$ cat src/rtl/bcd_countdown_timer_pkg.sv
// Shared definitions for the MM:SS BCD countdown timer: state encoding,
// digit limits, BCD field positions and the load clamping helper.
package bcd_countdown_timer_pkg;

    typedef enum logic [1:0] {
        IDLE   = 2'd0,
        RUN    = 2'd1,
        PAUSED = 2'd2,
        DONE   = 2'd3
    } state_e;

    localparam logic [3:0] DIG_MAX   = 4'd9;
    localparam logic [3:0] SEC_T_MAX = 4'd5;

    // LSB position of each BCD field inside the 16-bit time word
    localparam int MT_LSB = 12;
    localparam int MU_LSB = 8;
    localparam int ST_LSB = 4;
    localparam int SU_LSB = 0;

    // Force every field of a loaded time into its legal BCD range
    function automatic logic [15:0] clamp_time(input logic [15:0] t);
        logic [3:0] mt, mu, st, su;
        mt = t[MT_LSB +: 4];
        mu = t[MU_LSB +: 4];
        st = t[ST_LSB +: 4];
        su = t[SU_LSB +: 4];
        if (mt > DIG_MAX)   mt = DIG_MAX;
        if (mu > DIG_MAX)   mu = DIG_MAX;
        if (st > SEC_T_MAX) st = SEC_T_MAX;
        if (su > DIG_MAX)   su = DIG_MAX;
        return {mt, mu, st, su};
    endfunction

endpackage

$ cat src/rtl/bcd_digit_down.sv
// Single BCD digit decrementer with borrow; chained to form the MM:SS counter.
module bcd_digit_down #(
    parameter logic [3:0] MAX = 4'd9
) (
    input  logic [3:0] digit,
    input  logic       borrow_in,
    output logic [3:0] next_digit,
    output logic       borrow_out
);

    // Decrement on borrow_in; a zero digit wraps to MAX and borrows onward
    always_comb begin
        next_digit = digit;
        borrow_out = 1'b0;
        if (borrow_in) begin
            if (digit == 4'd0) begin
                next_digit = MAX;
                borrow_out = 1'b1;
            end else begin
                next_digit = digit - 4'd1;
            end
        end
    end

endmodule

$ cat src/rtl/bcd_countdown_timer.sv
// Loadable MM:SS BCD countdown timer with prescaled one-second tick,
// pause/resume and a single-cycle expiry pulse.
module bcd_countdown_timer
    import bcd_countdown_timer_pkg::*;
#(
    parameter int TICK_DIV = 50_000_000,
    parameter int CNT_W    = 26
) (
    input  logic        Clk,
    input  logic        nReset,       // active-high asynchronous reset
    input  logic        Load,
    input  logic [15:0] LoadTime,
    input  logic        Start,
    input  logic        Pause,
    output logic [15:0] PresentTime,
    output logic        Running,
    output logic        Expired,
    output state_e      state_dbg
);

    state_e             state_q, state_d;
    logic [15:0]        time_q, time_d;
    logic [CNT_W-1:0]   presc_q, presc_d;
    logic               running_q, running_d;
    logic               expired_q, expired_d;

    logic               tick;
    logic [15:0]        dec_time;
    logic               su_borrow, st_borrow, mu_borrow, mt_borrow;

    assign tick = (state_q == RUN) && (presc_q == CNT_W'(TICK_DIV - 1));

    // Ripple-borrow chain; the seconds-units digit is decremented by the tick
    bcd_digit_down #(.MAX(DIG_MAX)) u_su (
        .digit(time_q[SU_LSB +: 4]), .borrow_in(tick),
        .next_digit(dec_time[SU_LSB +: 4]), .borrow_out(su_borrow)
    );
    bcd_digit_down #(.MAX(SEC_T_MAX)) u_st (
        .digit(time_q[ST_LSB +: 4]), .borrow_in(su_borrow),
        .next_digit(dec_time[ST_LSB +: 4]), .borrow_out(st_borrow)
    );
    bcd_digit_down #(.MAX(DIG_MAX)) u_mu (
        .digit(time_q[MU_LSB +: 4]), .borrow_in(st_borrow),
        .next_digit(dec_time[MU_LSB +: 4]), .borrow_out(mu_borrow)
    );
    bcd_digit_down #(.MAX(DIG_MAX)) u_mt (
        .digit(time_q[MT_LSB +: 4]), .borrow_in(mu_borrow),
        .next_digit(dec_time[MT_LSB +: 4]), .borrow_out(mt_borrow)
    );

    // Next-state logic; priority is Load > Pause > Start
    always_comb begin
        state_d   = state_q;
        time_d    = time_q;
        presc_d   = presc_q;
        expired_d = 1'b0;
        if (Load) begin
            time_d  = clamp_time(LoadTime);
            state_d = IDLE;
            presc_d = '0;
        end else begin
            case (state_q)
                IDLE: begin
                    if (!Pause && Start && (time_q != 16'h0000)) begin
                        state_d = RUN;
                        presc_d = '0;
                    end
                end
                RUN: begin
                    if (tick) begin
                        presc_d = '0;
                        // A borrow out of the minutes tens would be an underflow;
                        // it cannot happen from a nonzero count, but pin to 0000.
                        if (mt_borrow || (dec_time == 16'h0000)) begin
                            time_d    = 16'h0000;
                            state_d   = DONE;
                            expired_d = 1'b1;
                        end else begin
                            time_d = dec_time;
                            if (Pause) state_d = PAUSED;
                        end
                    end else if (Pause) begin
                        state_d = PAUSED;
                    end else begin
                        presc_d = presc_q + CNT_W'(1);
                    end
                end
                PAUSED: begin
                    if (!Pause && Start) state_d = RUN;
                end
                DONE: begin
                    state_d = DONE;
                end
                default: state_d = IDLE;
            endcase
        end
        running_d = (state_d == RUN);
    end

    // State, count, prescaler and registered outputs
    always_ff @(posedge Clk or posedge nReset) begin
        if (nReset) begin
            state_q   <= IDLE;
            time_q    <= 16'h0000;
            presc_q   <= '0;
            running_q <= 1'b0;
            expired_q <= 1'b0;
        end else begin
            state_q   <= state_d;
            time_q    <= time_d;
            presc_q   <= presc_d;
            running_q <= running_d;
            expired_q <= expired_d;
        end
    end

    assign PresentTime = time_q;
    assign Running     = running_q;
    assign Expired     = expired_q;
    assign state_dbg   = state_q;

endmodule
$ cat config.mk
export PLATFORM = sky130hd
export DESIGN_NAME = bcd_countdown_timer
export DESIGN_NICKNAME = d
export VERILOG_FILES = /design/src/rtl/bcd_countdown_timer_pkg.sv /design/src/rtl/bcd_digit_down.sv /design/src/rtl/bcd_countdown_timer.sv
export SDC_FILE = /design/constraint.sdc
export NUM_CORES = 1
export LEC_CHECK = 0
export ABC_CLOCK_PERIOD_IN_PS = 5200
export CAP_MARGIN = 20
export CORE_ASPECT_RATIO = 1.5
export CORE_MARGIN = 4
export CORE_UTILIZATION = 24
export CTS_CLUSTER_DIAMETER = 50
export DETAILED_ROUTE_END_ITERATION = 6
export PLACE_DENSITY = 0.44
export SLEW_MARGIN = 10
export SYNTH_ARGS = -nofsm -noshare
export SYNTH_HDL_FRONTEND = slang
export SYNTH_SLANG_ARGS = --single-unit
$ cat constraint.sdc
create_clock -name Clk -period 5.2 [get_ports Clk]
set_input_delay 0.78 -clock Clk [delete_from_list [all_inputs] [get_ports Clk]]
set_output_delay 0.78 -clock Clk [all_outputs]
set_load 0.1 [all_outputs]
==> qor.txt <==
Inst Count DP -> 512
#FFs+latches synth -> 46
clock slew at reported path FFs -> 70 ps
final critical-path share of the clock period -> 61.7%
Post-CTS Hold Buffers -> 0
post-CTS setup buffer count -> 0
min Tclk post-route -> 3210 ps
crit path kind -> flip-flop to flip-flop
top_reg_cell synth -> dfrtp_1
share of cells above drive strength 1 -> 6.20%
clk_lat worst skew -> 290 ps
worst-margin pin slew -> 979 ps
syn nets -> 355
GRT Overall Usage -> 13.6%
RSZ-0062 raised after global routing -> no
Final #Nets -> 392
grt ovf -> 0
Sum Neg Setup Slack -> 0 ps
first-pass GRT wire length -> 14900 µm
max incr delay on CP -> 590 ps
Area contributors post-synth -> dfrtp_1 41%, a21oi_1 4.6%, or3_1 3.7%, nand2_1 3.7%, nor2_1 3.6%
DR DRC count -> 0
synth warn -> 0
final cell count without fillers -> 521
overall routed net length -> 9320 µm
post-synth top area share -> 40.5%
CP max stage cell -> nor4_2
io pins -> 41
Crit path arrival time -> 3360 ps
initial DRC count -> 144
Crit Path Max Fanout -> 43
Rows -> 48
largest net degree at the start of global routing -> 47
vias -> 2781
core area -> 0.0115 mm²
Worst slew margin -> 34.5%
Mapped Cells -> 333
area leader, netlist -> dfrtp_1
die width -> 96.8 µm
Max Slew Vio Count -> 0
Pleak -> 0.00123 µW
DR WL/cell -> 17.9 µm
CP top delay family -> simple AND/OR/NAND/NOR gates
status -> complete, no violations
vias per inst -> 5.34
distinct cell type count of the synthesized netlist -> 54
crit path buf inv count -> 1
Layout fillers -> 1257
worst-path cell chain -> nor4_2, nand4b_1, or2_1, a221oi_4, buf_4, nand2b_1, o21ai_1
clock skew -> 4.77 ps
mapped cell area -> 0.00284 mm²
area grow syn2layout -> 26.0%
total of max-cap violations -> 0
cts repair resizes -> 0
Initial Utilization -> 24.6%
average size of a mapped cell -> 8.53 µm²
most instantiated cells after synthesis -> 46 x dfrtp_1, 28 x nand2_1, 27 x nor2_1
Fmax -> 0.312 GHz
register area share after synthesis -> 40.5%
Worst Setup Start Kind -> flip-flop
worst-case clock buffer depth -> 2
GPL Wtd Cong -> 0.844
R2R Setup Slk -> 1990 ps
initial antenna violation count -> 0
DRT Pass-1 Iters -> 4
vias in the first global route -> 2766
final core utilization -> 31.0%
sequential cell area -> 0.00115 mm²
die height -> 141 µm
Fin. Hold Viols -> 0
Buffers on Ports -> 40
Peak VDD IR -> 0.000122 V
H-tree lvl count -> 2
DRT antenna net count -> 0
PD cells -> 257 mW/mm²
n_diodes -> 0
EDFF count, synth -> 0
asr flop ratio synth -> 100%
TritonCTS Sinks -> 46
Tightest Hold Check Type -> flip-flop to flip-flop
Final setup viols -> 0
Worst Path Required -> 5350 ps
die area -> 0.0137 mm²
top-count cell post-synth -> dfrtp_1
Tot Pwr -> 919 µW
cts bufs inserted -> 5
HPWL after DPL -> 6970 µm
CP Capture Type -> flip-flop
CTS tree -> built
Multi-input gate area -> 0.00161 mm²
Root Driver -> clkbuf_16
[through the flow]
step / setup slack [ps] / hold slack [ps] / area (µm²)
floorplan: 2180 / 463 / 2840
global placement: 2000 / 513 / 3400
detailed placement: 1970 / 511 / 3410
CTS: 1950 / 521 / 3560
global route: 1760 / 536 / 3580
finish: 1990 / 526 / 3580
[layout make-up]
cell class	instances	area share [%]
tap	150	5.25
clock buffer	7	3.99
sequential	46	32.2
timing repair buffer	44	12.5
inverter	8	0.840
multi-input combinational	265	45.1
clock inverter	1	0.140
[power breakdown]
group	internal, µW	switching [µW]	leakage, µW	total [µW]
logic	58.8	146	0.000541	205
registers	370	19.6	0.000614	389
clock network	191	134	0.0000739	325
[layout by cell type, fill, tap and decap left out, drive strengths merged, types with 4 or more instances in the layout]
cell / instances
buf: 4
nand4: 9
nor3: 6
or2: 6
or4: 9
nand2: 28
clkdlybuf4s50: 40
nand2b: 5
a31oi: 5
or3: 18
inv: 8
nand3: 21
o31ai: 13
o22ai: 4
nor2: 27
o21ai: 32
nor4: 4
o21a: 5
dfrtp: 46
clkbuf: 7
a21oi: 26
[sequential cells by signal (all words and copies together), names as in the netlist]
signal and count:
Expired 1, state_dbg 2, Running 1, PresentTime 16
presc_q 26
[path summary, 6_finish.rpt]
path	start	to	depth (start not counted)
worst max-delay path	PresentTime[2]	presc_q[9]	7
worst min-delay path	presc_q[22]	presc_q[22]	1
worst max register to register	PresentTime[2]	presc_q[9]	7
worst min register to register	presc_q[22]	presc_q[22]	1
max in group asynchronous	nReset	presc_q[2]	3
min in group asynchronous	nReset	PresentTime[6]	2
[kinds of logic after synthesis]
| kind of cell | count (synthesis) | synth area share [%] |
|---|---|---|
| DFF | 46 | 40.5 |
| xor gates and xnor gates | 1 | 0.309 |
| adders and majority gates | 1 | 0.441 |
| and+or+nand+nor | 156 | 30.9 |
| AOI/OAI and AO/OA | 105 | 24.1 |
| muxes | 2 | 0.705 |
| buffers and inverters | 22 | 3.04 |
[metal layers]
metal	wire length, µm	part of all wire [%]	vias to the layer above	global-route usage [%]
li1	-	-	1345	-
met2	4960	53	67	25.2
met3	350	3.8	20	2.77
met5	0	0	-	0
met1	3700	40	1349	15.0
met4	305	3.3	0	5.33
(Power assumes the default switching activity.)
